File: config.mk
export PLATFORM = sky130hd
export DESIGN_NAME = car_park_sensor_emulator_flat
export DESIGN_NICKNAME = d
export VERILOG_FILES = /design/src/rtl/car_park_sensor_emulator_pkg.sv /design/src/rtl/car_park_sensor_emulator_if.sv /design/src/rtl/car_park_dwell_timer.sv /design/src/rtl/car_park_sensor_emulator.sv /design/src/flat_wrapper.sv
export SDC_FILE = /design/constraint.sdc
export NUM_CORES = 1
export LEC_CHECK = 0
export BUFFER_PORTS_ARGS = -buffer_cell sky130_fd_sc_hd__buf_2
export CAP_MARGIN = 15
export CELL_PAD_IN_SITES_DETAIL_PLACEMENT = 1
export CELL_PAD_IN_SITES_GLOBAL_PLACEMENT = 1
export CORE_MARGIN = 10
export CORE_UTILIZATION = 33
export CTS_CLUSTER_DIAMETER = 40
export CTS_CLUSTER_SIZE = 20
export DETAILED_ROUTE_END_ITERATION = 10
export PLACE_DENSITY = 0.67
export SLEW_MARGIN = 20
export SYNTH_ARGS = -nofsm -noshare
export SYNTH_HDL_FRONTEND = slang
export SYNTH_HIERARCHICAL = 1
export SYNTH_SLANG_ARGS = --single-unit
File: constraint.sdc
create_clock -name clk -period 4 [get_ports clk]
set_input_delay 0.6 -clock clk [delete_from_list [all_inputs] [get_ports clk]]
set_output_delay 0.6 -clock clk [all_outputs]
set_load 0.01 [all_outputs]
File: src/rtl/car_park_sensor_emulator_pkg.sv
// Shared beam-pattern, direction and emulator-state definitions for the car park gate.
// Both the sensor emulator and the occupancy decoder use these pattern constants.
package car_park_pkg;

    localparam logic [1:0] AB_CLEAR = 2'b00;
    localparam logic [1:0] AB_A     = 2'b10;
    localparam logic [1:0] AB_BOTH  = 2'b11;
    localparam logic [1:0] AB_B     = 2'b01;

    localparam logic DIR_ENTER = 1'b0;
    localparam logic DIR_EXIT  = 1'b1;

    typedef enum logic [2:0] {
        EMU_IDLE,
        EMU_P1,
        EMU_P2,
        EMU_P1B,
        EMU_P2B,
        EMU_P3,
        EMU_GAP
    } emu_state_t;

    // Beam pattern a car produces in each phase; P3 mirrors P1 for the given direction.
    function automatic logic [1:0] ab_pattern(input emu_state_t st, input logic dir);
        logic [1:0] pat;
        pat = AB_CLEAR;
        case (st)
            EMU_P1, EMU_P1B: pat = (dir == DIR_ENTER) ? AB_A : AB_B;
            EMU_P2, EMU_P2B: pat = AB_BOTH;
            EMU_P3:          pat = (dir == DIR_ENTER) ? AB_B : AB_A;
            default:         pat = AB_CLEAR;
        endcase
        return pat;
    endfunction

endpackage

File: src/rtl/car_park_sensor_emulator_if.sv
// Command/beam interface between a sequence requester and the sensor emulator.
// Optional macro CAR_PARK_EMU_BACKOFF_EN adds the backoff request line.
interface car_park_sensor_emulator_if #(
    parameter int DWELL_W = 16
);
    logic               start;
    logic               dir;
    logic [DWELL_W-1:0] dwell;
`ifdef CAR_PARK_EMU_BACKOFF_EN
    logic               backoff;
`endif
    logic               a;
    logic               b;
    logic               busy;
    logic               done;

`ifdef CAR_PARK_EMU_BACKOFF_EN
    modport master (output start, dir, dwell, backoff, input a, b, busy, done);
    modport slave  (input start, dir, dwell, backoff, output a, b, busy, done);
`else
    modport master (output start, dir, dwell, input a, b, busy, done);
    modport slave  (input start, dir, dwell, output a, b, busy, done);
`endif

endinterface

File: src/rtl/car_park_dwell_timer.sv
// Per-phase dwell down counter: loads a value, counts down to zero and holds there.
module car_park_dwell_timer #(
    parameter int W = 16
) (
    input  logic         clk,
    input  logic         reset_n,
    input  logic         load,
    input  logic [W-1:0] load_value,
    input  logic         tick_en,
    output logic         expire
);

    logic [W-1:0] count;

    always_ff @(posedge clk or negedge reset_n) begin
        if (!reset_n) begin
            count <= '0;
        end else if (load) begin
            count <= load_value;
        end else if (tick_en && (count != '0)) begin
            count <= count - W'(1);
        end
    end

    assign expire = (count == '0);

endmodule

File: src/rtl/car_park_sensor_emulator.sv
// Plays entry/exit photo-beam sequences on the a/b lines of the car park gate.
// Optional macro CAR_PARK_EMU_BACKOFF_EN adds the hesitating-car (P1 -> P2 -> P1b -> P2b) path.
module car_park_sensor_emulator
    import car_park_pkg::*;
#(
    parameter int DWELL_W = 16
) (
    input  logic                          clk,
    input  logic                          reset_n,
    car_park_sensor_emulator_if.slave     bus
);

    emu_state_t         state, next_state;
    logic               dir_q, next_dir;
    logic [DWELL_W-1:0] len_m1_q, next_len_m1, len_in_m1;
    logic               load;
    logic [DWELL_W-1:0] load_value;
    logic               expire;
    logic [1:0]         ab_q;
    logic               busy_q;
    logic               done_q;
`ifdef CAR_PARK_EMU_BACKOFF_EN
    logic               backoff_q, next_backoff;
`endif

    // A dwell of zero still gives one-cycle phases.
    assign len_in_m1 = (bus.dwell == '0) ? '0 : bus.dwell - DWELL_W'(1);

    car_park_dwell_timer #(.W(DWELL_W)) u_timer (
        .clk        (clk),
        .reset_n    (reset_n),
        .load       (load),
        .load_value (load_value),
        .tick_en    (state != EMU_IDLE),
        .expire     (expire)
    );

    always_comb begin
        next_state  = state;
        next_dir    = dir_q;
        next_len_m1 = len_m1_q;
        load        = 1'b0;
        load_value  = len_m1_q;
`ifdef CAR_PARK_EMU_BACKOFF_EN
        next_backoff = backoff_q;
`endif
        case (state)
            EMU_IDLE: begin
                if (bus.start) begin
                    next_state  = EMU_P1;
                    next_dir    = bus.dir;
                    next_len_m1 = len_in_m1;
                    load        = 1'b1;
                    load_value  = len_in_m1;
`ifdef CAR_PARK_EMU_BACKOFF_EN
                    next_backoff = bus.backoff;
`endif
                end
            end
            EMU_P1: begin
                if (expire) begin
                    next_state = EMU_P2;
                    load       = 1'b1;
                end
            end
            EMU_P2: begin
                if (expire) begin
                    load = 1'b1;
`ifdef CAR_PARK_EMU_BACKOFF_EN
                    next_state = backoff_q ? EMU_P1B : EMU_P3;
`else
                    next_state = EMU_P3;
`endif
                end
            end
`ifdef CAR_PARK_EMU_BACKOFF_EN
            EMU_P1B: begin
                if (expire) begin
                    next_state = EMU_P2B;
                    load       = 1'b1;
                end
            end
            EMU_P2B: begin
                if (expire) begin
                    next_state = EMU_P3;
                    load       = 1'b1;
                end
            end
`endif
            EMU_P3: begin
                if (expire) begin
                    next_state = EMU_GAP;
                    load       = 1'b1;
                end
            end
            EMU_GAP: begin
                if (expire) begin
                    next_state = EMU_IDLE;
                end
            end
            default: next_state = EMU_IDLE;
        endcase
    end

    // Outputs are registered from the next state so a/b and busy move together with the FSM.
    always_ff @(posedge clk or negedge reset_n) begin
        if (!reset_n) begin
            state    <= EMU_IDLE;
            dir_q    <= DIR_ENTER;
            len_m1_q <= '0;
            ab_q     <= AB_CLEAR;
            busy_q   <= 1'b0;
            done_q   <= 1'b0;
`ifdef CAR_PARK_EMU_BACKOFF_EN
            backoff_q <= 1'b0;
`endif
        end else begin
            state    <= next_state;
            dir_q    <= next_dir;
            len_m1_q <= next_len_m1;
            ab_q     <= ab_pattern(next_state, next_dir);
            busy_q   <= (next_state != EMU_IDLE);
            done_q   <= (state == EMU_GAP) && expire;
`ifdef CAR_PARK_EMU_BACKOFF_EN
            backoff_q <= next_backoff;
`endif
        end
    end

    assign bus.a    = ab_q[1];
    assign bus.b    = ab_q[0];
    assign bus.busy = busy_q;
    assign bus.done = done_q;

endmodule
File: src/flat_wrapper.sv
// flat-port wrapper written by rule: the top's interface ports become plain ports
module car_park_sensor_emulator_flat import car_park_pkg::*;
#(
    parameter int DWELL_W = 16
)
  (clk, reset_n, bus_start, bus_dir, bus_dwell, bus_a, bus_b, bus_busy, bus_done);
  car_park_sensor_emulator_if #(.DWELL_W(DWELL_W)) bus_i ();
  input  logic clk;
  input  logic reset_n;
  input wire logic [$bits(bus_i.start)-1:0] bus_start;
  input wire logic [$bits(bus_i.dir)-1:0] bus_dir;
  input wire logic [$bits(bus_i.dwell)-1:0] bus_dwell;
  output wire logic [$bits(bus_i.a)-1:0] bus_a;
  output wire logic [$bits(bus_i.b)-1:0] bus_b;
  output wire logic [$bits(bus_i.busy)-1:0] bus_busy;
  output wire logic [$bits(bus_i.done)-1:0] bus_done;
  assign bus_i.start = bus_start;
  assign bus_i.dir = bus_dir;
  assign bus_i.dwell = bus_dwell;
  assign bus_a = bus_i.a;
  assign bus_b = bus_i.b;
  assign bus_busy = bus_i.busy;
  assign bus_done = bus_i.done;
  car_park_sensor_emulator #(.DWELL_W(DWELL_W)) u_core (.clk(clk), .reset_n(reset_n), .bus(bus_i));
endmodule
==> run metrics <==
status=completed; Synth Cell Area=0.00242 sq mm; Die X-Extent=106 um; final net count=312; CTS tree=built; worst slack at placement=0.815 ns; DR iter-0 viols=61; number of synthesized flops with an enable pin=0; vias in the first global route=2172; Final ANT Viol Nets=0; syn nets=293; setup violators final=0; pin count of the biggest net entering global routing=41; Distinct cells, synth=57; drt first pass iters=4; FP Rows=31; Clock Tree Buf Depth=2; main combinational cell family by area after synthesis=simple AND/OR/NAND/NOR gates; cell at the root of the clock tree=clkbuf_8; XOR/XNOR Fraction of Synth Area=5.07%; Avg WL per Cell=15.9 um; clk_skew=0.00793 ns; Power Density=613 mW/mm^2; Multi-input gate area=0.00132 sq mm; Avg Cell Area, Syn=8.95 sq um; via count=2030; PortBufs=23; global-route wire length before repair=10700 um; post-CTS setup buffer count=0; Synth Area in Adders=1.55%; Synth Area in Compound Gates=17.3%; WS Path Type=register to register; post-CTS sizing=0; #FFs+latches synth=40; grt total ovfl=0; Clock transition at path regs=0.08 ns; Area after DPL=0.00261 sq mm; DRC viols=0; Synth area leaders=dfrtp_1, nand2_1, o21ai_1; CP arrival=3.38 ns; multiplexer share of the synthesized area=2.38%; Data required, critical path=4.15 ns; number of CTS-inserted buffers=5; Die H=106 um; final setup margin=0.773 ns; RSZ-0062 raised after global routing=no; via-per-instance ratio=5.23; Sink Count=40; Skew-Pair Late Insertion Delay=0.28 ns; startpoint types=register; CP Max Fanout=18; Initial Util=33.7%; Top FF cell, synth=dfrtp_1; ant diodes=0; Pleak=1.10 nW; FILL cells=864; post-synth top area cell=dfrtp_1; Synth top area share=41.4%; hold_buf cts=0; Sequential Area=0.00100 sq mm; cell count after synthesis=270; Tmin final=3.23 ns; GP Congestion=0.816; Synthesis Warnings=6; Slew HR=41.1%; area grow syn2layout=13.1%; max cap viols=0; simple-gate share of the synthesized area=28.3%; async set-reset flop share out of synthesis=100%; io pins=24; Routed WL=6160 um; register area share after synthesis=41.4%; share of layout cells above drive strength 1=15.6%; post-DP HPWL=4750 um; full die area=0.0111 sq mm; core area=0.00718 sq mm; Hold Path Class=primary input to async pin; initial antenna violation count=0; total track usage=11.4%; critical path capture point type=register; Final Slew Violations=0; Fmax=310 MHz; Fin Setup TNS=0 ns; Worst IR Drop VDD=202 uV; Final Hold Viols=0; R2R cell count=11; design area=0.00273 sq mm; Slew @ Worst Pin=0.883 ns; H-tree Lvls=2; crit share post-route=80.7%
[cells in the final DEF (no fill, tap or decap), types with 5 or more instances in the layout]
cell / n
o21ai_1: 20
nor2_1: 20
or4_1: 5
nor3_1: 7
nand3_1: 5
inv_1: 9
clkbuf_8: 5
a21oi_1: 12
nand2_1: 34
a31oi_1: 7
buf_2: 23
o21ai_0: 7
nand4_1: 6
xor2_1: 10
dfrtp_1: 40
or3_1: 6
[through the flow]
step | util (%) | total power [mW] | hold slack, ns | cells
floorplan | - | 1.12 | 0.304 | 270
global placement | 36.3 | 1.29 | 0.483 | 381
detailed placement | 36.3 | 1.31 | 0.496 | 381
CTS | 38.1 | 1.70 | 0.460 | 388
global route | 38.1 | 1.82 | 0.494 | 388
finish | 38.1 | 1.68 | 0.429 | 388
[cells in the mapped netlist (3+ instances only)]
cell,instances
a31oi_1,7
nor2b_1,4
o21ai_0,7
clkbuf_1,8
and2_1,3
nand4_1,6
nor4_1,3
nand3b_1,3
or3_1,6
nand2b_1,4
or4_1,5
nor4b_1,3
nand2_1,34
nor2_1,20
nand4b_1,4
xor2_1,10
nand3_1,5
o21ai_1,20
a21oi_1,12
xnor2_1,4
nor3_1,7
inv_1,9
dfrtp_1,40
ha_1,3
[final cells by class]
class | count | share of cell area, %
Multi-Input combinational cell | 208 | 48.3
Sequential cell | 40 | 36.6
Tap cell | 99 | 4.53
Timing Repair Buffer | 24 | 4.49
Clock buffer | 5 | 2.52
Clock inverter | 2 | 2.20
Inverter | 10 | 1.37
[power by group]
part           switching [mW]  leakage, nW  internal, mW
Clock                   0.135       0.0642         0.246
Combinational           0.330        0.539         0.245
Sequential              0.148        0.494         0.572
Total                   0.613         1.10          1.06
[registers in the layout, indices dropped and copies added (netlist names)]
register,cells
u_core/len_m1_q,16
u_core/u_timer/count,16
u_core/state,3
u_core/ab_q,2
u_core/bus.busy,1
u_core/bus.done,1
u_core/dir_q,1
[worst paths after layout]
path	startpoint	end	slack, ns
max	u_core/u_timer/count[0]	u_core/u_timer/count[12]	0.77
min	reset_n	u_core/len_m1_q[12]	0.43
max reg2reg	u_core/u_timer/count[0]	u_core/u_timer/count[12]	0.77
min reg2reg	u_core/len_m1_q[9]	u_core/len_m1_q[9]	0.51
max in group asynchronous	reset_n	u_core/u_timer/count[5]	3.01
min in group clk	u_core/len_m1_q[9]	u_core/len_m1_q[9]	0.51
[worst max-delay path, cell delays in order, from the launching register on]
cell and delay (ns):
dfrtp_1 0.40, inv_1 0.09, ha_1 0.20, nor4b_1 0.51, nand4_1 0.33, inv_1 0.38, nand2_1 0.13, a21oi_1 0.17
a31o_2 0.32, inv_1 0.30, nor2_1 0.20, a31oi_1 0.06
[logic make-up (layout without fill, tap and decap cells)]
logic type / Yosys count / after routing
flops: 40 / 40
fa+ha+maj: 3 / 3
xor+xnor: 14 / 14
mux: 5 / 5
simple gates: 120 / 120
compound gates: 66 / 66
buf+inv: 22 / 41
[metal layers]
metal  wire length [um]  vias up  GRT usage, %
li1                   -     1020             -
met1               3180      980          15.7
met2               2830       24          18.0
met3                 85        6          1.89
met4                 64        0          3.19
met5                  0        -             0
Note: power is estimated with default switching activity, not from simulation.
